`config.mk`:
```
export PLATFORM = sky130hd
export DESIGN_NAME = idli_uart_m
export DESIGN_NICKNAME = d
export VERILOG_FILES = /design/src/rtl/idli_pkg.sv /design/src/rtl/idli_uart_fifo_m.sv /design/src/rtl/idli_uart_m.sv
export SDC_FILE = /design/constraint.sdc
export NUM_CORES = 1
export LEC_CHECK = 0
export BUFFER_PORTS_ARGS = -buffer_cell sky130_fd_sc_hd__buf_2
export CORE_MARGIN = 2
export CORE_UTILIZATION = 45
export CTS_CLUSTER_DIAMETER = 40
export DETAILED_ROUTE_END_ITERATION = 10
export HOLD_SLACK_MARGIN = 0.05
export PLACE_DENSITY_LB_ADDON = 0.08
export SYNTH_ARGS = -nofsm -noshare
export SYNTH_HDL_FRONTEND = slang
export SYNTH_HIERARCHICAL = 1
export SYNTH_SLANG_ARGS = --single-unit
```
`constraint.sdc`:
```
create_clock -name i_uart_gck -period 4.6 [get_ports i_uart_gck]
set_input_delay 0.69 -clock i_uart_gck [delete_from_list [all_inputs] [get_ports i_uart_gck]]
set_output_delay 0.69 -clock i_uart_gck [all_outputs]
set_load 0.03 [all_outputs]
```
`src/rtl/idli_pkg.sv`:
```
// Shared idli types and constants.
//   uart_byte_t      : one UART payload byte
//   uart_tx_state_t  : TX serialiser states
//   uart_rx_state_t  : RX deserialiser states
//   UART_ERR_*       : bit positions inside o_uart_err
package idli_pkg;

  localparam int unsigned UART_NIBBLE_W = 4;
  localparam int unsigned UART_BYTE_W   = 8;
  localparam int unsigned UART_ERR_W    = 4;

  localparam int unsigned UART_ERR_TX_OVERFLOW = 0;
  localparam int unsigned UART_ERR_RX_OVERFLOW = 1;
  localparam int unsigned UART_ERR_RX_FRAME    = 2;
  localparam int unsigned UART_ERR_RX_UNDERFLOW = 3;

  typedef logic [UART_BYTE_W-1:0] uart_byte_t;

  typedef enum logic [1:0] {
    UART_TX_IDLE  = 2'd0,
    UART_TX_START = 2'd1,
    UART_TX_DATA  = 2'd2,
    UART_TX_STOP  = 2'd3
  } uart_tx_state_t;

  typedef enum logic [1:0] {
    UART_RX_IDLE  = 2'd0,
    UART_RX_START = 2'd1,
    UART_RX_DATA  = 2'd2,
    UART_RX_STOP  = 2'd3
  } uart_rx_state_t;

endpackage

```
`src/rtl/idli_uart_fifo_m.sv`:
```
// Synchronous FIFO used for the UART TX and RX byte buffers.
//   i_uart_gck, i_ex_rst_n : clock, async active-low reset
//   push, push_data        : write request (accepted when not full, or full with a pop)
//   pop                    : read request (ignored when empty)
//   head                   : current head entry (combinational)
//   full, empty            : registered occupancy flags
module idli_uart_fifo_m #(
  parameter int unsigned WIDTH = 8,
  parameter int unsigned DEPTH = 4
) (
  input  logic             i_uart_gck,
  input  logic             i_ex_rst_n,
  input  logic             push,
  input  logic [WIDTH-1:0] push_data,
  input  logic             pop,
  output logic [WIDTH-1:0] head,
  output logic             full,
  output logic             empty
);

  localparam int unsigned AW = $clog2(DEPTH);
  localparam int unsigned CW = AW + 1;

  logic [WIDTH-1:0] mem_q [DEPTH];
  logic [AW-1:0]    wr_ptr_q;
  logic [AW-1:0]    rd_ptr_q;
  logic [CW-1:0]    count_q;
  logic [CW-1:0]    count_d;
  logic             push_ok;
  logic             pop_ok;

  // A pop frees the slot first, so a full FIFO still takes a simultaneous push.
  assign pop_ok  = pop && !empty;
  assign push_ok = push && (!full || pop_ok);
  assign head    = mem_q[rd_ptr_q];

  // Next occupancy.
  always_comb begin
    count_d = count_q;
    if (push_ok && !pop_ok) begin
      count_d = count_q + CW'(1);
    end else if (!push_ok && pop_ok) begin
      count_d = count_q - CW'(1);
    end
  end

  // Pointers and flags; DEPTH is a power of two so pointers wrap naturally.
  always_ff @(posedge i_uart_gck or negedge i_ex_rst_n) begin
    if (!i_ex_rst_n) begin
      wr_ptr_q <= '0;
      rd_ptr_q <= '0;
      count_q  <= '0;
      full     <= 1'b0;
      empty    <= 1'b1;
    end else begin
      if (push_ok) wr_ptr_q <= wr_ptr_q + AW'(1);
      if (pop_ok)  rd_ptr_q <= rd_ptr_q + AW'(1);
      count_q <= count_d;
      full    <= (count_d == CW'(DEPTH));
      empty   <= (count_d == CW'(0));
    end
  end

  // Storage.
  always_ff @(posedge i_uart_gck) begin
    if (push_ok) mem_q[wr_ptr_q] <= push_data;
  end

endmodule

```
`src/rtl/idli_uart_m.sv`:
```
// UART endpoint facing the EX nibble interface: nibble pairs -> TX FIFO -> 8N1
// line, and 8N1 line -> RX FIFO -> nibbles (low first). Errors are sticky.
//   i_uart_gck, i_ex_rst_n          : clock, async active-low reset
//   i_uart_tx_data, i_uart_tx_vld   : TX nibble from EX (always accepted)
//   o_uart_rx_data, i_uart_rx_acp   : RX nibble to EX (combinational), consume
//   i_uart_rx, o_uart_tx            : serial lines
//   o_uart_tx_full, o_uart_rx_empty : FIFO status
//   o_uart_err, i_uart_err_clr      : {rx_underflow, rx_frame, rx_overflow, tx_overflow}
module idli_uart_m
  import idli_pkg::*;
#(
  parameter int unsigned CLK_DIV    = 16,
  parameter int unsigned FIFO_DEPTH = 4
) (
  input  logic                     i_uart_gck,
  input  logic                     i_ex_rst_n,
  input  logic [UART_NIBBLE_W-1:0] i_uart_tx_data,
  input  logic                     i_uart_tx_vld,
  output logic [UART_NIBBLE_W-1:0] o_uart_rx_data,
  input  logic                     i_uart_rx_acp,
  input  logic                     i_uart_rx,
  output logic                     o_uart_tx,
  output logic                     o_uart_tx_full,
  output logic                     o_uart_rx_empty,
  output logic [UART_ERR_W-1:0]    o_uart_err,
  input  logic                     i_uart_err_clr
);

  localparam int unsigned DIV_W = $clog2(CLK_DIV);
  localparam logic [DIV_W-1:0] DIV_LAST = DIV_W'(CLK_DIV - 1);
  localparam logic [DIV_W-1:0] DIV_HALF = DIV_W'(CLK_DIV / 2 - 1);

  // ---------------------------------------------------------------- TX side
  logic                     tx_hi_q;
  logic [UART_NIBBLE_W-1:0] tx_lo_q;
  logic                     tx_push_q;
  uart_byte_t               tx_push_byte_q;
  uart_byte_t               tx_head;
  logic                     tx_empty;
  logic                     tx_pop_c;

  uart_tx_state_t tx_state_q, tx_state_d;
  logic [DIV_W-1:0] tx_cnt_q, tx_cnt_d;
  logic [2:0]       tx_bit_q, tx_bit_d;
  uart_byte_t       tx_shift_q, tx_shift_d;
  logic             tx_line_q, tx_line_d;
  logic             tx_bit_end;

  // Nibble pairing; the completed byte is pushed one cycle later.
  always_ff @(posedge i_uart_gck or negedge i_ex_rst_n) begin
    if (!i_ex_rst_n) begin
      tx_hi_q        <= 1'b0;
      tx_lo_q        <= '0;
      tx_push_q      <= 1'b0;
      tx_push_byte_q <= '0;
    end else begin
      tx_push_q <= i_uart_tx_vld && tx_hi_q;
      if (i_uart_tx_vld) begin
        tx_hi_q <= !tx_hi_q;
        if (tx_hi_q) tx_push_byte_q <= {i_uart_tx_data, tx_lo_q};
        else         tx_lo_q        <= i_uart_tx_data;
      end
    end
  end

  idli_uart_fifo_m #(.WIDTH(UART_BYTE_W), .DEPTH(FIFO_DEPTH)) u_tx_fifo (
    .i_uart_gck (i_uart_gck),
    .i_ex_rst_n (i_ex_rst_n),
    .push       (tx_push_q),
    .push_data  (tx_push_byte_q),
    .pop        (tx_pop_c),
    .head       (tx_head),
    .full       (o_uart_tx_full),
    .empty      (tx_empty)
  );

  assign tx_bit_end = (tx_cnt_q == DIV_LAST);

  // TX state register.
  always_ff @(posedge i_uart_gck or negedge i_ex_rst_n) begin
    if (!i_ex_rst_n) begin
      tx_state_q <= UART_TX_IDLE;
      tx_cnt_q   <= '0;
      tx_bit_q   <= '0;
      tx_shift_q <= '0;
      tx_line_q  <= 1'b1;
    end else begin
      tx_state_q <= tx_state_d;
      tx_cnt_q   <= tx_cnt_d;
      tx_bit_q   <= tx_bit_d;
      tx_shift_q <= tx_shift_d;
      tx_line_q  <= tx_line_d;
    end
  end

  // TX next state; the line value is registered alongside the state change.
  always_comb begin
    tx_state_d = tx_state_q;
    tx_cnt_d   = tx_cnt_q + DIV_W'(1);
    tx_bit_d   = tx_bit_q;
    tx_shift_d = tx_shift_q;
    tx_line_d  = tx_line_q;
    tx_pop_c   = 1'b0;
    unique case (tx_state_q)
      UART_TX_IDLE: begin
        tx_line_d = 1'b1;
        tx_cnt_d  = '0;
        if (!tx_empty) begin
          tx_pop_c   = 1'b1;
          tx_shift_d = tx_head;
          tx_line_d  = 1'b0;
          tx_state_d = UART_TX_START;
        end
      end
      UART_TX_START: begin
        if (tx_bit_end) begin
          tx_cnt_d   = '0;
          tx_bit_d   = '0;
          tx_line_d  = tx_shift_q[0];
          tx_state_d = UART_TX_DATA;
        end
      end
      UART_TX_DATA: begin
        if (tx_bit_end) begin
          tx_cnt_d = '0;
          if (tx_bit_q == 3'd7) begin
            tx_line_d  = 1'b1;
            tx_state_d = UART_TX_STOP;
          end else begin
            tx_bit_d   = tx_bit_q + 3'd1;
            tx_shift_d = {1'b0, tx_shift_q[7:1]};
            tx_line_d  = tx_shift_q[1];
          end
        end
      end
      UART_TX_STOP: begin
        if (tx_bit_end) begin
          tx_cnt_d = '0;
          if (!tx_empty) begin
            tx_pop_c   = 1'b1;
            tx_shift_d = tx_head;
            tx_line_d  = 1'b0;
            tx_state_d = UART_TX_START;
          end else begin
            tx_line_d  = 1'b1;
            tx_state_d = UART_TX_IDLE;
          end
        end
      end
      default: tx_state_d = UART_TX_IDLE;
    endcase
  end

  assign o_uart_tx = tx_line_q;

  // ---------------------------------------------------------------- RX side
  logic [1:0]       rx_sync_q;
  logic             rx_s;
  uart_rx_state_t   rx_state_q, rx_state_d;
  logic [DIV_W-1:0] rx_cnt_q, rx_cnt_d;
  logic [2:0]       rx_bit_q, rx_bit_d;
  uart_byte_t       rx_shift_q, rx_shift_d;
  logic             rx_push_c;
  logic             rx_frame_c;
  logic             rx_pop_c;
  logic             rx_full;
  uart_byte_t       rx_head;
  logic             rx_hi_q;

  assign rx_s = rx_sync_q[1];

  // Line synchroniser and RX state register.
  always_ff @(posedge i_uart_gck or negedge i_ex_rst_n) begin
    if (!i_ex_rst_n) begin
      rx_sync_q  <= 2'b11;
      rx_state_q <= UART_RX_IDLE;
      rx_cnt_q   <= '0;
      rx_bit_q   <= '0;
      rx_shift_q <= '0;
    end else begin
      rx_sync_q  <= {rx_sync_q[0], i_uart_rx};
      rx_state_q <= rx_state_d;
      rx_cnt_q   <= rx_cnt_d;
      rx_bit_q   <= rx_bit_d;
      rx_shift_q <= rx_shift_d;
    end
  end

  // RX next state: start checked mid-bit, then one sample per bit period.
  always_comb begin
    rx_state_d = rx_state_q;
    rx_cnt_d   = rx_cnt_q + DIV_W'(1);
    rx_bit_d   = rx_bit_q;
    rx_shift_d = rx_shift_q;
    rx_push_c  = 1'b0;
    rx_frame_c = 1'b0;
    unique case (rx_state_q)
      UART_RX_IDLE: begin
        rx_cnt_d = '0;
        if (!rx_s) rx_state_d = UART_RX_START;
      end
      UART_RX_START: begin
        if (rx_cnt_q == DIV_HALF) begin
          rx_cnt_d   = '0;
          rx_bit_d   = '0;
          rx_state_d = rx_s ? UART_RX_IDLE : UART_RX_DATA;
        end
      end
      UART_RX_DATA: begin
        if (rx_cnt_q == DIV_LAST) begin
          rx_cnt_d   = '0;
          rx_shift_d = {rx_s, rx_shift_q[7:1]};
          rx_bit_d   = rx_bit_q + 3'd1;
          if (rx_bit_q == 3'd7) rx_state_d = UART_RX_STOP;
        end
      end
      UART_RX_STOP: begin
        if (rx_cnt_q == DIV_LAST) begin
          rx_cnt_d   = '0;
          rx_push_c  = rx_s;
          rx_frame_c = !rx_s;
          rx_state_d = UART_RX_IDLE;
        end
      end
      default: rx_state_d = UART_RX_IDLE;
    endcase
  end

  idli_uart_fifo_m #(.WIDTH(UART_BYTE_W), .DEPTH(FIFO_DEPTH)) u_rx_fifo (
    .i_uart_gck (i_uart_gck),
    .i_ex_rst_n (i_ex_rst_n),
    .push       (rx_push_c),
    .push_data  (rx_shift_q),
    .pop        (rx_pop_c),
    .head       (rx_head),
    .full       (rx_full),
    .empty      (o_uart_rx_empty)
  );

  // Nibble drain: second acp of a byte pops it.
  assign rx_pop_c = i_uart_rx_acp && !o_uart_rx_empty && rx_hi_q;

  always_ff @(posedge i_uart_gck or negedge i_ex_rst_n) begin
    if (!i_ex_rst_n) begin
      rx_hi_q <= 1'b0;
    end else if (i_uart_rx_acp && !o_uart_rx_empty) begin
      rx_hi_q <= !rx_hi_q;
    end
  end

  assign o_uart_rx_data = o_uart_rx_empty ? '0
                        : (rx_hi_q ? rx_head[7:4] : rx_head[3:0]);

  // ------------------------------------------------------------ error flags
  logic [UART_ERR_W-1:0] err_q;
  logic [UART_ERR_W-1:0] err_set_c;

  always_comb begin
    err_set_c = '0;
    err_set_c[UART_ERR_TX_OVERFLOW]  = tx_push_q && o_uart_tx_full && !tx_pop_c;
    err_set_c[UART_ERR_RX_OVERFLOW]  = rx_push_c && rx_full && !rx_pop_c;
    err_set_c[UART_ERR_RX_FRAME]     = rx_frame_c;
    err_set_c[UART_ERR_RX_UNDERFLOW] = i_uart_rx_acp && o_uart_rx_empty;
  end

  // Clear wins over a same-cycle set.
  always_ff @(posedge i_uart_gck or negedge i_ex_rst_n) begin
    if (!i_ex_rst_n)         err_q <= '0;
    else if (i_uart_err_clr) err_q <= '0;
    else                     err_q <= err_q | err_set_c;
  end

  assign o_uart_err = err_q;

endmodule

```
Word level (Yosys, flattened, before mapping)
Memories as Yosys holds them, arrays and structs flattened.
Index checks and enable logic that the tools add are counted.
{"block": "op_classes", "n_reduce_logical": 49, "mux": 55, "n_bitwise": 2, "eq_ne": 24, "add_sub_neg": 12}
{"op": "8-bit 2-to-1 mux", "n": 4}
{"op": "3-bit 2-to-1 mux", "n": 9}
{"op": "4-bit 2-to-1 mux", "n": 6}
{"op": "8-bit one-hot mux with 3 select lines", "n": 1}
{"op": "2-bit 2-to-1 mux", "n": 11}
{"op": "2-bit inequality test, second input constant", "n": 11}
{"op": "1-bit logical AND", "n": 16}
{"op": "1-bit 2-to-1 mux", "n": 16}
{"op": "2-bit one-hot mux with 4 select lines", "n": 2}
{"op": "1-bit logical NOT", "n": 13}
{"op": "3-bit by 1-bit adder with 3-bit output, second input constant", "n": 4}
{"op": "3-bit equality test, second input constant", "n": 4}
{"op": "3-bit one-hot mux with 2 select lines", "n": 2}
{"op": "4-bit one-hot mux with 3 select lines", "n": 1}
{"op": "5-bit AND reduction", "n": 2}
{"op": "2-bit by 1-bit adder with 2-bit output, second input constant", "n": 4}
{"op": "4-bit by 1-bit adder with 4-bit output, second input constant", "n": 2}
{"op": "2-bit equality test, second input constant", "n": 4}
{"op": "4-bit equality test, second input constant", "n": 2}
{"op": "4-bit one-hot mux with 2 select lines", "n": 1}
{"op": "4-bit AND reduction", "n": 2}
{"op": "3-bit logical NOT", "n": 2}
{"op": "2-bit AND reduction", "n": 3}
{"op": "3-bit AND reduction", "n": 2}
{"op": "other kinds (13)", "n": 18}
{"block": "word_totals", "out_inout_bits": 11, "elab_cells": 170, "mem_count": 2, "mem_bits_rw": 64, "input_bits": 10, "register_bits": 74}
{"name": "u_rx_fifo.mem_q", "depth": 4, "width": 8, "read_ports": 1, "rd_ports_with_merged_regs": 0, "wr": 1, "line_no": "idli_uart_fifo_m.sv:24", "source": "logic [WIDTH-1:0] mem_q [DEPTH];"}
{"name": "u_tx_fifo.mem_q", "depth": 4, "width": 8, "read_ports": 1, "rd_ports_with_merged_regs": 0, "wr": 1, "line_no": "idli_uart_fifo_m.sv:24"}

Logic depth before layout (Yosys ltp)
{"block": "logic_depth", "ltp_word": 11, "depth_mapped": 9, "mapped_depth_nobuf": 8}

By module
Netlist, hierarchy kept.
{"mod": "idli_uart_m", "cells_each": 220, "instances": 1, "area_each_um2": 2690.1, "seq_area_each_um2": 1405.1}
{"mod": "idli_uart_fifo_m (u_tx_fifo)", "cells_each": 93, "instances": 1, "area_each_um2": 1729.2, "seq_area_each_um2": 1187.4}
{"mod": "idli_uart_fifo_m (u_rx_fifo)", "cells_each": 87, "instances": 1, "area_each_um2": 1677.9, "seq_area_each_um2": 1187.4}

Worst setup path before layout
OpenSTA, ideal clock, no wires.
{"block": "synth_timing", "path_type": "register to register", "startpoint": "register rx_cnt_q[0]", "endpoint": "memory u_rx_fifo.mem_q[0][0], enable pin", "synth_period_minus_slack_ps": 2171, "required_time_ps": 4268, "setup_ps": 332, "arrival_time_ps": 1840, "n_path_buf": 1, "stages_incl_launch_ff": 7, "path_slack_ps": 2429, "cell_sequence": "dfrtp_1 -> ha_1 -> buf_2 -> and4_1 -> and3_1 -> a21boi_1 -> and2_1"}
{"block": "synth_via", "elab_chain_len": 6}
{"item": "from (decl)", "line_no": "idli_uart_m.sv:160", "source": "logic [DIV_W-1:0] rx_cnt_q, rx_cnt_d;"}
{"item": "from (signal assigned)", "line_no": "idli_uart_m.sv:183", "source": "rx_cnt_q <= rx_cnt_d;"}
{"item": "4-bit equality test", "line_no": "idli_uart_m.sv:218", "source": "if (rx_cnt_q == DIV_LAST) begin"}
{"item": "1-bit 2-to-1 mux", "line_no": "idli_uart_m.sv:218"}
{"item": "1-bit 2-to-1 mux", "line_no": "idli_uart_m.sv:197", "source": "unique case (rx_state_q)"}
{"item": "named net rx_push_c", "line_no": "idli_uart_m.sv:163", "source": "logic rx_push_c;"}
{"item": "1-bit logical AND", "line_no": "idli_uart_fifo_m.sv:34", "source": "assign push_ok = push && (!full || pop_ok);"}
{"item": "1-bit 2-to-1 mux", "line_no": "idli_uart_fifo_m.sv:66", "source": "if (push_ok) mem_q[wr_ptr_q] <= push_data;"}
{"item": "1-bit 2-to-1 mux (implied by the code)", "line_no": "idli_uart_fifo_m.sv:66"}
{"item": "to (decl)", "line_no": "idli_uart_fifo_m.sv:24"}
The timed path passes the listed nets, and every way through them passes these cells.

Worst setup path after layout
{"block": "layout_timing", "startpoint": "register u_rx_fifo.rd_ptr_q[0]", "endpoint": "output port o_uart_rx_data[2]"}
{"block": "layout_via", "elab_chain_len": 3}
{"item": "from (decl)", "line_no": "idli_uart_fifo_m.sv:26", "source": "logic [AW-1:0] rd_ptr_q;"}
{"item": "from (signal assigned)", "line_no": "idli_uart_fifo_m.sv:57", "source": "if (pop_ok) rd_ptr_q <= rd_ptr_q + AW'(1);"}
{"item": "memory read 4 x 8 bit"}
{"item": "named net rx_head[2]", "line_no": "idli_uart_m.sv:167", "source": "uart_byte_t rx_head;"}
{"item": "4-bit 2-to-1 mux", "line_no": "idli_uart_m.sv:252", "source": ": (rx_hi_q ? rx_head[7:4] : rx_head[3:0]);"}
{"item": "4-bit 2-to-1 mux", "line_no": "idli_uart_m.sv:251", "source": "assign o_uart_rx_data = o_uart_rx_empty ? '0"}
{"item": "to (decl)", "line_no": "idli_uart_m.sv:19", "source": "output logic [UART_NIBBLE_W-1:0] o_uart_rx_data,"}
The timed path passes the listed nets, and every way through them passes these cells.

==> metrics.md <==
| Metric | Value |
|---|---|
| Synth top area cells | edfxtp_1 (32%), dfrtp_1 (28%), mux2_2 (6.8%) |
| Final net count | 457 |
| Placer Congestion | 0.7719 |
| Top layer in use | met4 |
| Share of power burned in registers | 45.9% |
| Num CTS Buffers | 17 |
| Core area | 0.01324 mm2 |
| Post-synth ARST share | 53.62% |
| Area Growth Syn to Fin | 14.16% |
| Post-Syn Nets | 434 |
| Metal-1 WL | 5147 um |
| Width of the die | 120.4 um |
| Cell count after synthesis | 400 |
| DP Cell Count | 580 |
| Final Cycle Share | 61.01% |
| Mapped Area | 0.006097 mm2 |
| Vias in the first global route | 3262 |
| Minimum clock period | 2.806 ns |
| Antenna violations before repair | 0 |
| Fraction of layout cells with a size suffix above 1 | 29.13% |
| Synth warnings | 6 |
| Worst Hold Class | reg -> reg |
| Outcome | completed |
| Total gr overflow | 0 |
| Area leader, netlist | edfxtp_1 |
| Met3 routed WL | 375 um |
| Final WL | 9925 um |
| Boundary Pins | 21 |
| # diodes | 0 |
| Synth Area per Inst | 15.24 um2 |
| Synth top area share | 31.52% |
| Clk pwr share | 36.0% |
| Die height | 120.4 um |
| First-pass GRT wire length | 16970 um |
| # setup viols final | 0 |
| CP endpoint kind | primary output |
| CP arrival | 2.12 ns |
| Max_cap viols | 0 |
| Peak supply drop | 0.3114 mV |
| Initial cell density of the core | 46.04% |
| Fmax | 356.3 MHz |
| CP Data Required Time | 3.91 ns |
| Slew headroom | 37.51% |
| Leak | 2.815 nW |
| GRT Total Usage | 15.30% |
| Die area | 0.01450 mm2 |
| WL met2 | 4281 um |
| Antenna viol nets, final | 0 |
| H-tree levels | 4 |
| CTS tree | yes |
| Max Buffers Root-to-Sink | 2 |
| Post-DP HPWL | 6560 um |
| Main synth FF type | dfrtp_1 |
| Worst-path clk slew | 0.06 ns |
| CP Launch Type | flip-flop |
| Sequential area share after synthesis | 61.99% |
| Row count | 42 |
| Critical path type | reg -> out |
| Library cells used by synthesis | 57 |
| Power Density | 564.5 mW/mm2 |
| Hold_buf cts | 0 |
| Routed vias | 3152 |
| Drt pass-1 iters | 5 |
| Synthesized flop and latch total | 138 |
| Cts repair resizes | 0 |
| Crit-path max FO | 10 |
| CTS sink count | 138 |
| Total of fill cells in the finished design | 1130 |
| # DRC | 0 |
| Largest net degree at the start of global routing | 75 |
| Port bufs | 20 |
| Vias/cell | 5.150 |
| EDFF count, synth | 64 |
| Root buffer cell | clkbuf_16 |
| Setup Fix Bufs, Post-CTS | 0 |
| 1st-iter DRT viols | 241 |
| Final hold vios | 0 |
| Psw | 1.135 mW |
| Fin. max-slew vios | 0 |
| Post-layout instance count excluding filler cells | 612 |
| Clk Latency, worst-skew pair | 0.41 ns |
| Routed wire per std cell | 16.22 um |
| Combinational power share | 18.1% |
| Internal power | 2.794 mW |
| Switching fraction of total power | 28.89% |
| Worst Tran Pin Value | 0.9374 ns |
| Clk_skew | 0.008413 ns |
| RSZ-0062 raised after global routing | no |
| Final setup TNS | 0 ns |
-- synthesized netlist by cell type (all sizes together), types with 2 or more instances --
master,count
edfxtp,64
inv,21
a31oi,6
mux2,39
nor2,19
nand2,10
a2bb2oi,2
o21ai,8
and2,8
a41oi,3
nor2b,7
or2,4
xnor2,11
clkbuf,6
buf,10
ha,24
a21boi,2
nor3,4
o2111ai,2
a211oi,4
a22o,7
a21oi,9
and3,2
o211ai,2
mux4,16
nor3b,4
dfrtp,69
nand2b,6
and4bb,2
mux2i,5
dfstp,5
xor2,3
a311oi,2
-- state kept, by name, indices dropped and copies added (netlist names), 3 cells and up, named ones only --
| signal | count |
|---|---|
| rx_shift_q | 8 |
| o_uart_err | 4 |
| tx_push_byte_q | 8 |
| u_rx_fifo/mem_q | 32 |
| rx_cnt_q | 4 |
| u_tx_fifo/mem_q | 32 |
| tx_lo_q | 4 |
| tx_bit_q | 3 |
| tx_cnt_q | 4 |
| u_tx_fifo/count_q | 3 |
| u_rx_fifo/count_q | 3 |
| tx_shift_q | 8 |
| rx_bit_q | 3 |
-- final cells by class --
| cell class | instances | area [um2] | share of cell area [%] |
|---|---|---|---|
| flip-flops and latches | 138 | 3780 | 54.31 |
| multi-input cells | 225 | 2155 | 30.95 |
| clock buffers | 18 | 439.2 | 6.310 |
| well taps | 176 | 220.2 | 3.164 |
| clock inverters | 14 | 185.2 | 2.660 |
| repair buffers | 20 | 102.6 | 1.474 |
| inverters | 21 | 78.83 | 1.132 |
-- placed cells by master (no fill, tap or decap), types with 3 or more instances in the layout --
| cell type | synthesis | layout |
|---|---|---|
| xnor2_1 | 10 | 10 |
| mux2i_1 | 5 | 5 |
| xor2_1 | 3 | 3 |
| clkbuf_16 | 0 | 17 |
| and2_1 | 8 | 8 |
| mux4_2 | 16 | 16 |
| dfstp_2 | 5 | 5 |
| ha_1 | 24 | 24 |
| nand2b_1 | 6 | 6 |
| inv_6 | 0 | 3 |
| inv_1 | 21 | 21 |
| nor2b_1 | 5 | 5 |
| o21ai_0 | 8 | 8 |
| clkinv_4 | 0 | 3 |
| dfrtp_1 | 69 | 69 |
| a21oi_1 | 9 | 9 |
| bufinv_16 | 0 | 3 |
| mux2_2 | 37 | 37 |
| a22o_1 | 7 | 7 |
| nand2_1 | 10 | 10 |
| buf_2 | 6 | 19 |
| nor3_1 | 3 | 3 |
| a211oi_1 | 4 | 4 |
| or2_2 | 4 | 4 |
| a41oi_1 | 3 | 3 |
| a31oi_1 | 6 | 6 |
| edfxtp_1 | 64 | 64 |
| nor2_1 | 19 | 19 |
-- per-layer routing --
layer,up-vias,track usage (%)
met3,11,5.283
met2,50,21.22
li1,1525,-
met1,1566,22.59
met5,-,0
met4,0,4.797
-- logic make-up after synthesis --
| family | Yosys count | share of synthesized area (%) |
|---|---|---|
| adders and majority gates | 24 | 4.925 |
| muxes | 60 | 14.06 |
| buffers and inverters | 37 | 2.668 |
| DFF | 138 | 61.99 |
| xor gates and xnor gates | 14 | 2.134 |
| AOI/OAI and AO/OA | 54 | 6.998 |
| and+or+nand+nor | 73 | 7.223 |
-- path summary, 6_finish.rpt --
check / startpoint / to / slack (ns) / cells past startpoint
setup / recovery: u_rx_fifo/rd_ptr_q[0] / o_uart_rx_data[2] / 1.79 / 4
hold / removal: rx_sync_q[0] / rx_sync_q[1] / 0.36 / 0
setup reg to reg: rx_cnt_q[0] / u_rx_fifo/mem_q[1][4] / 1.93 / 5
hold reg to reg: rx_sync_q[0] / rx_sync_q[1] / 0.36 / 0
max in group asynchronous: i_ex_rst_n / tx_lo_q[2] / 3.57 / 1
min in group asynchronous: i_ex_rst_n / tx_bit_q[0] / 0.41 / 1
-- power by group through the flow --
stage	Sequential, mW	Clock [mW]	Combinational, mW
2_1_floorplan	1.71	0	0.638
3_3_place_gp	1.82	0	0.706
3_5_place_dp	1.83	0	0.717
4_1_cts	1.81	1.45	0.722
5_1_grt	1.85	1.50	0.796
6_report	1.80	1.42	0.710
-- metrics by stage --
stage / utilization, % / instance area [um2] / setup WS [ns] / hold WS, ns / total power, mW
6_report: 52.56 / 6960 / 1.794 / 0.3553 / 3.929
5_1_grt: 52.56 / 6960 / 1.618 / 0.3509 / 4.154
4_1_cts: 52.56 / 6960 / 1.704 / 0.3558 / 3.977
3_5_place_dp: 47.85 / 6336 / 1.969 / 0.3468 / 2.545
3_3_place_gp: 47.85 / 6336 / 2.038 / 0.3469 / 2.530
2_1_floorplan: - / 6097 / 2.429 / 0.3452 / 2.348
-- worst max-delay path, cell delays in order, from the launching register on --
cell and delay [ns]:
dfrtp_1 0.71, mux4_2 0.58, mux2i_1 0.18, nor2_1 0.06, buf_2 0.18
Power figures use the tool's default switching activity.
